[src/rtl/led_shifter_pkg.sv]
// ============================================================================
// led_shifter_pkg : shared mode/direction encodings for the LED shifter.
// Revision 1.0
// ============================================================================
`default_nettype none

package led_shifter_pkg;

  typedef enum logic [1:0] {
    MODE_MANUAL   = 2'd0,
    MODE_ROTATE   = 2'd1,
    MODE_PINGPONG = 2'd2
  } mode_t;

  localparam logic DIR_LEFT  = 1'b0;
  localparam logic DIR_RIGHT = 1'b1;

  // The unused encoding 3 falls back to MANUAL.
  function automatic mode_t next_mode(input mode_t m);
    case (m)
      MODE_MANUAL:   next_mode = MODE_ROTATE;
      MODE_ROTATE:   next_mode = MODE_PINGPONG;
      default:       next_mode = MODE_MANUAL;
    endcase
  endfunction

endpackage

`default_nettype wire

[src/rtl/led_shifter_n_tick.sv]
// ============================================================================
// tick_generator : one-cycle tick every TICK_DIV enabled clk cycles.
// Revision 1.0
// ============================================================================
`default_nettype none

module tick_generator #(
  parameter int unsigned TICK_DIV = 50_000_000
) (
  input  logic clk,
  input  logic async_reset_debounced,
  input  logic enable,
  input  logic clear,
  output logic tick
);

  localparam int unsigned         c_CNT_W    = (TICK_DIV > 1) ? $clog2(TICK_DIV) : 1;
  localparam logic [c_CNT_W-1:0]  c_CNT_LAST = c_CNT_W'(TICK_DIV - 1);

  logic [c_CNT_W-1:0] r_count;
  logic [c_CNT_W-1:0] w_count_next;
  logic               w_at_last;

  assign w_at_last = (r_count == c_CNT_LAST);

  // Clear, disable and wrap all return the counter to zero.
  always_comb begin
    w_count_next = '0;
    if (!clear && enable && !w_at_last)
      w_count_next = r_count + c_CNT_W'(1);
  end

  always_ff @(posedge clk or negedge async_reset_debounced) begin
    if (!async_reset_debounced)
      r_count <= '0;
    else
      r_count <= w_count_next;
  end

  assign tick = enable && !clear && w_at_last;

endmodule

`default_nettype wire

[src/rtl/led_shifter_n.sv]
// ============================================================================
// led_shifter_n : button-driven LED pattern shifter with MANUAL/ROTATE/PINGPONG.
// Revision 1.0
// ============================================================================
`default_nettype none

module led_shifter_n
  import led_shifter_pkg::*;
#(
  parameter int unsigned      WIDTH         = 8,
  parameter int unsigned      TICK_DIV      = 50_000_000,
  parameter logic [WIDTH-1:0] RESET_PATTERN = '0
) (
  input  logic             clk,
  input  logic             async_reset_debounced,
  input  logic             btn_0_re,
  input  logic             btn_1_re,
  input  logic             btn_dir_re,
  input  logic             btn_mode_re,
  output logic [WIDTH-1:0] led_output,
  output logic [1:0]       mode_output,
  output logic             dir_output
);

  localparam int unsigned          c_STEP_W    = $clog2(WIDTH);
  localparam logic [c_STEP_W-1:0]  c_STEP_LAST = c_STEP_W'(WIDTH - 1);

  logic [WIDTH-1:0]    r_pattern, w_pattern_next;
  mode_t               r_mode,    w_mode_next;
  logic                r_dir,     w_dir_next;
  logic [c_STEP_W-1:0] r_step,    w_step_next;

  logic                w_mode_valid;
  logic                w_mode_change;
  logic                w_auto;
  logic                w_tick;
  logic                w_shift_bit;
  logic [WIDTH-1:0]    w_rotated;
  logic [c_STEP_W-1:0] w_step_inc;

  assign w_mode_valid  = (r_mode == MODE_MANUAL) || (r_mode == MODE_ROTATE) ||
                         (r_mode == MODE_PINGPONG);
  assign w_mode_change = btn_mode_re || !w_mode_valid;
  assign w_auto        = (r_mode == MODE_ROTATE) || (r_mode == MODE_PINGPONG);
  assign w_shift_bit   = !btn_0_re;
  assign w_step_inc    = r_step + c_STEP_W'(1);
  assign w_rotated     = (r_dir == DIR_LEFT) ? {r_pattern[WIDTH-2:0], r_pattern[WIDTH-1]}
                                             : {r_pattern[0], r_pattern[WIDTH-1:1]};

  // A mode change clears the divider and suppresses the coincident tick.
  tick_generator #(
    .TICK_DIV (TICK_DIV)
  ) u_tick (
    .clk                   (clk),
    .async_reset_debounced (async_reset_debounced),
    .enable                (w_auto),
    .clear                 (w_mode_change),
    .tick                  (w_tick)
  );

  always_comb begin
    w_pattern_next = r_pattern;
    w_mode_next    = r_mode;
    w_dir_next     = r_dir;
    w_step_next    = r_step;

    case (r_mode)
      MODE_MANUAL: begin
        if (btn_0_re || btn_1_re)
          w_pattern_next = (r_dir == DIR_LEFT) ? {r_pattern[WIDTH-2:0], w_shift_bit}
                                               : {w_shift_bit, r_pattern[WIDTH-1:1]};
      end
      MODE_ROTATE: begin
        if (w_tick)
          w_pattern_next = w_rotated;
      end
      MODE_PINGPONG: begin
        if (w_tick) begin
          w_pattern_next = w_rotated;
          if (w_step_inc == c_STEP_LAST) begin
            w_dir_next  = ~r_dir;
            w_step_next = '0;
          end else begin
            w_step_next = w_step_inc;
          end
        end
      end
      default: ;
    endcase

    // Overrides the end-of-sweep toggle so dir flips exactly once.
    if (btn_dir_re) begin
      w_dir_next = ~r_dir;
      if (r_mode == MODE_PINGPONG)
        w_step_next = '0;
    end

    if (w_mode_change) begin
      w_mode_next = next_mode(r_mode);
      w_step_next = '0;
    end
  end

  always_ff @(posedge clk or negedge async_reset_debounced) begin
    if (!async_reset_debounced) begin
      r_pattern <= RESET_PATTERN;
      r_mode    <= MODE_MANUAL;
      r_dir     <= DIR_LEFT;
      r_step    <= '0;
    end else begin
      r_pattern <= w_pattern_next;
      r_mode    <= w_mode_next;
      r_dir     <= w_dir_next;
      r_step    <= w_step_next;
    end
  end

  assign led_output  = r_pattern;
  assign mode_output = r_mode;
  assign dir_output  = r_dir;

endmodule

`default_nettype wire

[config.mk]
export PLATFORM = sky130hd
export DESIGN_NAME = led_shifter_n
export DESIGN_NICKNAME = d
export VERILOG_FILES = /design/src/rtl/led_shifter_pkg.sv /design/src/rtl/led_shifter_n_tick.sv /design/src/rtl/led_shifter_n.sv
export SDC_FILE = /design/constraint.sdc
export NUM_CORES = 1
export LEC_CHECK = 0
export ABC_AREA = 1
export CAP_MARGIN = 20
export CORE_MARGIN = 2
export CORE_UTILIZATION = 30
export DETAILED_ROUTE_END_ITERATION = 16
export RECOVER_POWER = 50
export SYNTH_ARGS = -nofsm -noshare
export SYNTH_HDL_FRONTEND = slang
export SYNTH_SLANG_ARGS = --single-unit
export TNS_END_PERCENT = 50
[constraint.sdc]
create_clock -name clk -period 3.3 [get_ports clk]
set_input_delay 0.66 -clock clk [delete_from_list [all_inputs] [get_ports clk]]
set_output_delay 0.66 -clock clk [all_outputs]
set_load 0.005 [all_outputs]
==> flow_metrics.tcl <==
set metrics [dict create \
    outcome "finished, violations left" \
    violations "capacitance limit, slew limit" \
    met3_length_um 187 \
    wirelength_met1_mm 2.73 \
    cp_max_fo 17 \
    grt-ovfl-total 0 \
    vdd_drop_max_uv 365 \
    skew_ps 5.32 \
    placed_area_sq_um 2810 \
    highest_layer "met4" \
    postRouteAntennaNets 0 \
    synthesis.instances 333 \
    drive_gt1_share_pct 13.6 \
    wl_met2_mm 2.48 \
    tightest_slew_ps 2130 \
    critPathRequiredTime_ps 3520 \
    fillCellCount 898 \
    ys_seq_area_share_pct 39.1 \
    tns_ps 0 \
    numCtsBuffers 5 \
    end_kind "flop" \
    avgViaCountPerCell 4.66 \
    ys_types 32 \
    fp-row-count 33 \
    setup.worst_path.start_class "input pin" \
    grt_pass1_vias 2085 \
    p_leak_nw 1.20 \
    cts_setup_buffers 0 \
    cp_slowest_stage_delay_ps 520 \
    synthToLayoutAreaGrowth_pct 12.6 \
    clk_path_buf_depth 2 \
    cts_tree "yes" \
    start_util_pct 31.0 \
    wl_per_cell_um 12.0 \
    die_y_um 96.4 \
    clock.fmax_mhz 411 \
    diodes 0 \
    syn_avg_cell_area_sq_um 7.68 \
    synthSimpleGateAreaFrac_pct 36.3 \
    grt_use_total_pct 13.3 \
    muxShareOfSynthArea_pct 2.35 \
    final_cell_area_sq_um 2880 \
    synthAdderAreaFrac_pct 3.91 \
    hold_ws_ps 527 \
    cp_cell_sequence "dlygate4sd3_1 -> or2_0 -> nor2_1 -> o21ai_4 -> inv_4 -> o21ai_0 -> a21oi_1" \
    min_path_type "reg -> reg" \
    fin_crit_sh_pct 73.8 \
    fp.dieW_um 96.4 \
    ctsHtreeMaxLevel 2 \
    clock-sinks 40 \
    path_clk_slew_ps 70 \
    synth-compound-area-share_pct 8.26 \
    grt_pass1_wl_mm 9.67 \
    power_density_nw_per_um2 553 \
    die_area_sq_um 9280 \
    dp_hpwl_mm 4.08 \
    io_buffers 16 \
    ys_async_sr_fraction_pct 100 \
    cts_root_buf "clkbuf_8" \
    ios 17 \
    postCtsHoldBufs 0 \
    critical_path_arrival_ps 2650 \
    synth-seq-cells 40 \
    drv_cap 1 \
    crit_buf_inv 2 \
    drt_pre_antenna_iters 4 \
    ys.flop_type "dfrtp_1" \
    vias 2133 \
    place.gp.congestion 0.843 \
    drt_iter0_markers 150 \
    maxSlewViolCount 41 \
    slowest_stage "dlygate4sd3_1" \
    grt_antenna_before_repair 0 \
    synth_top_family_by_area "simple AND/OR/NAND/NOR gates" \
    cpLargestDelayFamily "simple AND/OR/NAND/NOR gates" \
    routed_wl_mm 5.47 \
    grt_setup_unrepaired "false" \
    critical_path_class "in -> reg" \
    hold_violations 0 \
    nNetsFinal 366 \
    syn_nets 347 \
    slew_headroom_pct -42.1 \
    synth_edf_count 0 \
    syn_area_sq_um 2560 \
    drc 0 \
    synthXorXnorAreaFrac_pct 2.40 \
    finalSetupViolations 0 \
    coreArea_sq_um 8260 \
    finalCriticalPeriod_ps 2440 \
    clock_latency_ps 290 \
    synth_warnings 0 \
    grt_start_max_net_pins 41 \
    post_cts_resized 0 \
]
==> cell type report <==
type                       instances  area, sq um  share of cell area, %
clock buffer                       6         82.6                   2.87
clock inverter                     2         10.0                  0.347
inverter                          41          156                   5.43
multi-input combinational        248         1350                   46.7
sequential                        40         1000                   34.7
tap                              105          131                   4.56
timing repair buffer              16          154                   5.34
==> path summary, 6_finish.rpt <==
check	startpoint	to	slack [ps]	cells past startpoint
max	btn_mode_re	u_tick.r_count[5]	860	7
max reg2reg	mode_output[0]	u_tick.r_count[5]	1090	7
max in group asynchronous	async_reset_debounced	u_tick.r_count[4]	1100	1
min in group asynchronous	async_reset_debounced	u_tick.r_count[23]	980	1
min reg2reg	u_tick.r_count[0]	u_tick.r_count[0]	530	1
min	u_tick.r_count[0]	u_tick.r_count[0]	530	1
==> worst register-to-register path, cell delays in order, from the launching register on <==
cell and delay [ps]:
dfrtp_1 420, ha_1 230, or2_0 350, nor2_1 450, o21ai_4 290, inv_4 180, o21ai_0 100, a21oi_1 120
==> state kept, by name, summed over array words and instances (netlist names) <==
name / cells
dir_output: 1
u_tick.r_count: 26
led_output: 8
r_step: 3
mode_output: 2
==> synthesized netlist by cell type (2+ instances only) <==
cell,number,share of area (%)
inv_2,2,0.29
nor2_4,3,1.3
a21oi_1,15,2.9
dfrtp_1,40,39
nor3_1,11,2.2
buf_6,3,1.3
nor2_2,6,1.5
inv_1,37,5.4
nand2_2,7,1.7
o21ai_0,10,2.0
o21ai_2,8,2.7
xnor2_1,4,1.4
or2_2,2,0.49
nand3_2,4,1.6
nand3_1,15,2.9
nand4_1,9,2.2
nor3_2,4,1.6
xor2_1,3,1.0
nor2_1,54,7.9
nand2_1,72,11
ha_1,8,3.9
mux2i_1,6,2.3
==> metrics by stage <==
step	power (mW)	std cells	worst slack (ps)	utilization, %
2_1_floorplan	1.13	333	1570	-
3_3_place_gp	1.28	450	1120	34.0
3_5_place_dp	1.29	450	1080	34.0
4_1_cts	1.65	458	1090	35.1
5_1_grt	1.73	458	640	34.9
6_report	1.59	458	864	34.9
==> metal layers <==
| metal | vias up | track usage, % |
|---|---|---|
| li1 | 1110 | - |
| met1 | 980 | 18.6 |
| met2 | 37 | 20.6 |
| met3 | 6 | 2.19 |
| met4 | 0 | 4.58 |
| met5 | - | 0 |
==> where the power goes <==
part | internal [mW] | switching, mW | leakage, nW
Sequential | 0.553 | 0.0912 | 0.546
Combinational | 0.248 | 0.361 | 0.606
Clock | 0.167 | 0.174 | 0.0510
Total | 0.968 | 0.626 | 1.20
==> layout by cell type (no fill, tap or decap), drive strengths merged, types with 3 or more instances in the layout <==
cell           instances
o21ai                 19
clkdlybuf4s50         14
a21oi                 15
clkinv                 3
mux2i                  6
dfrtp                 40
ha                     8
clkbuf                 7
inv                   40
nand4                  9
nand3                 19
xnor2                  4
nand2                 80
xor2                   3
nor2                  64
nor3                  15
or2                    3
==> kinds of logic (layout without fill, tap and decap cells) <==
kind of cell / after synthesis / in the layout
AOI/OAI and AO/OA: 34 / 34
xor gates and xnor gates: 7 / 7
adders and majority gates: 8 / 8
buffers and inverters: 45 / 65
DFF: 40 / 40
muxes: 6 / 6
and+or+nand+nor: 193 / 193
(Power assumes the default switching activity.)
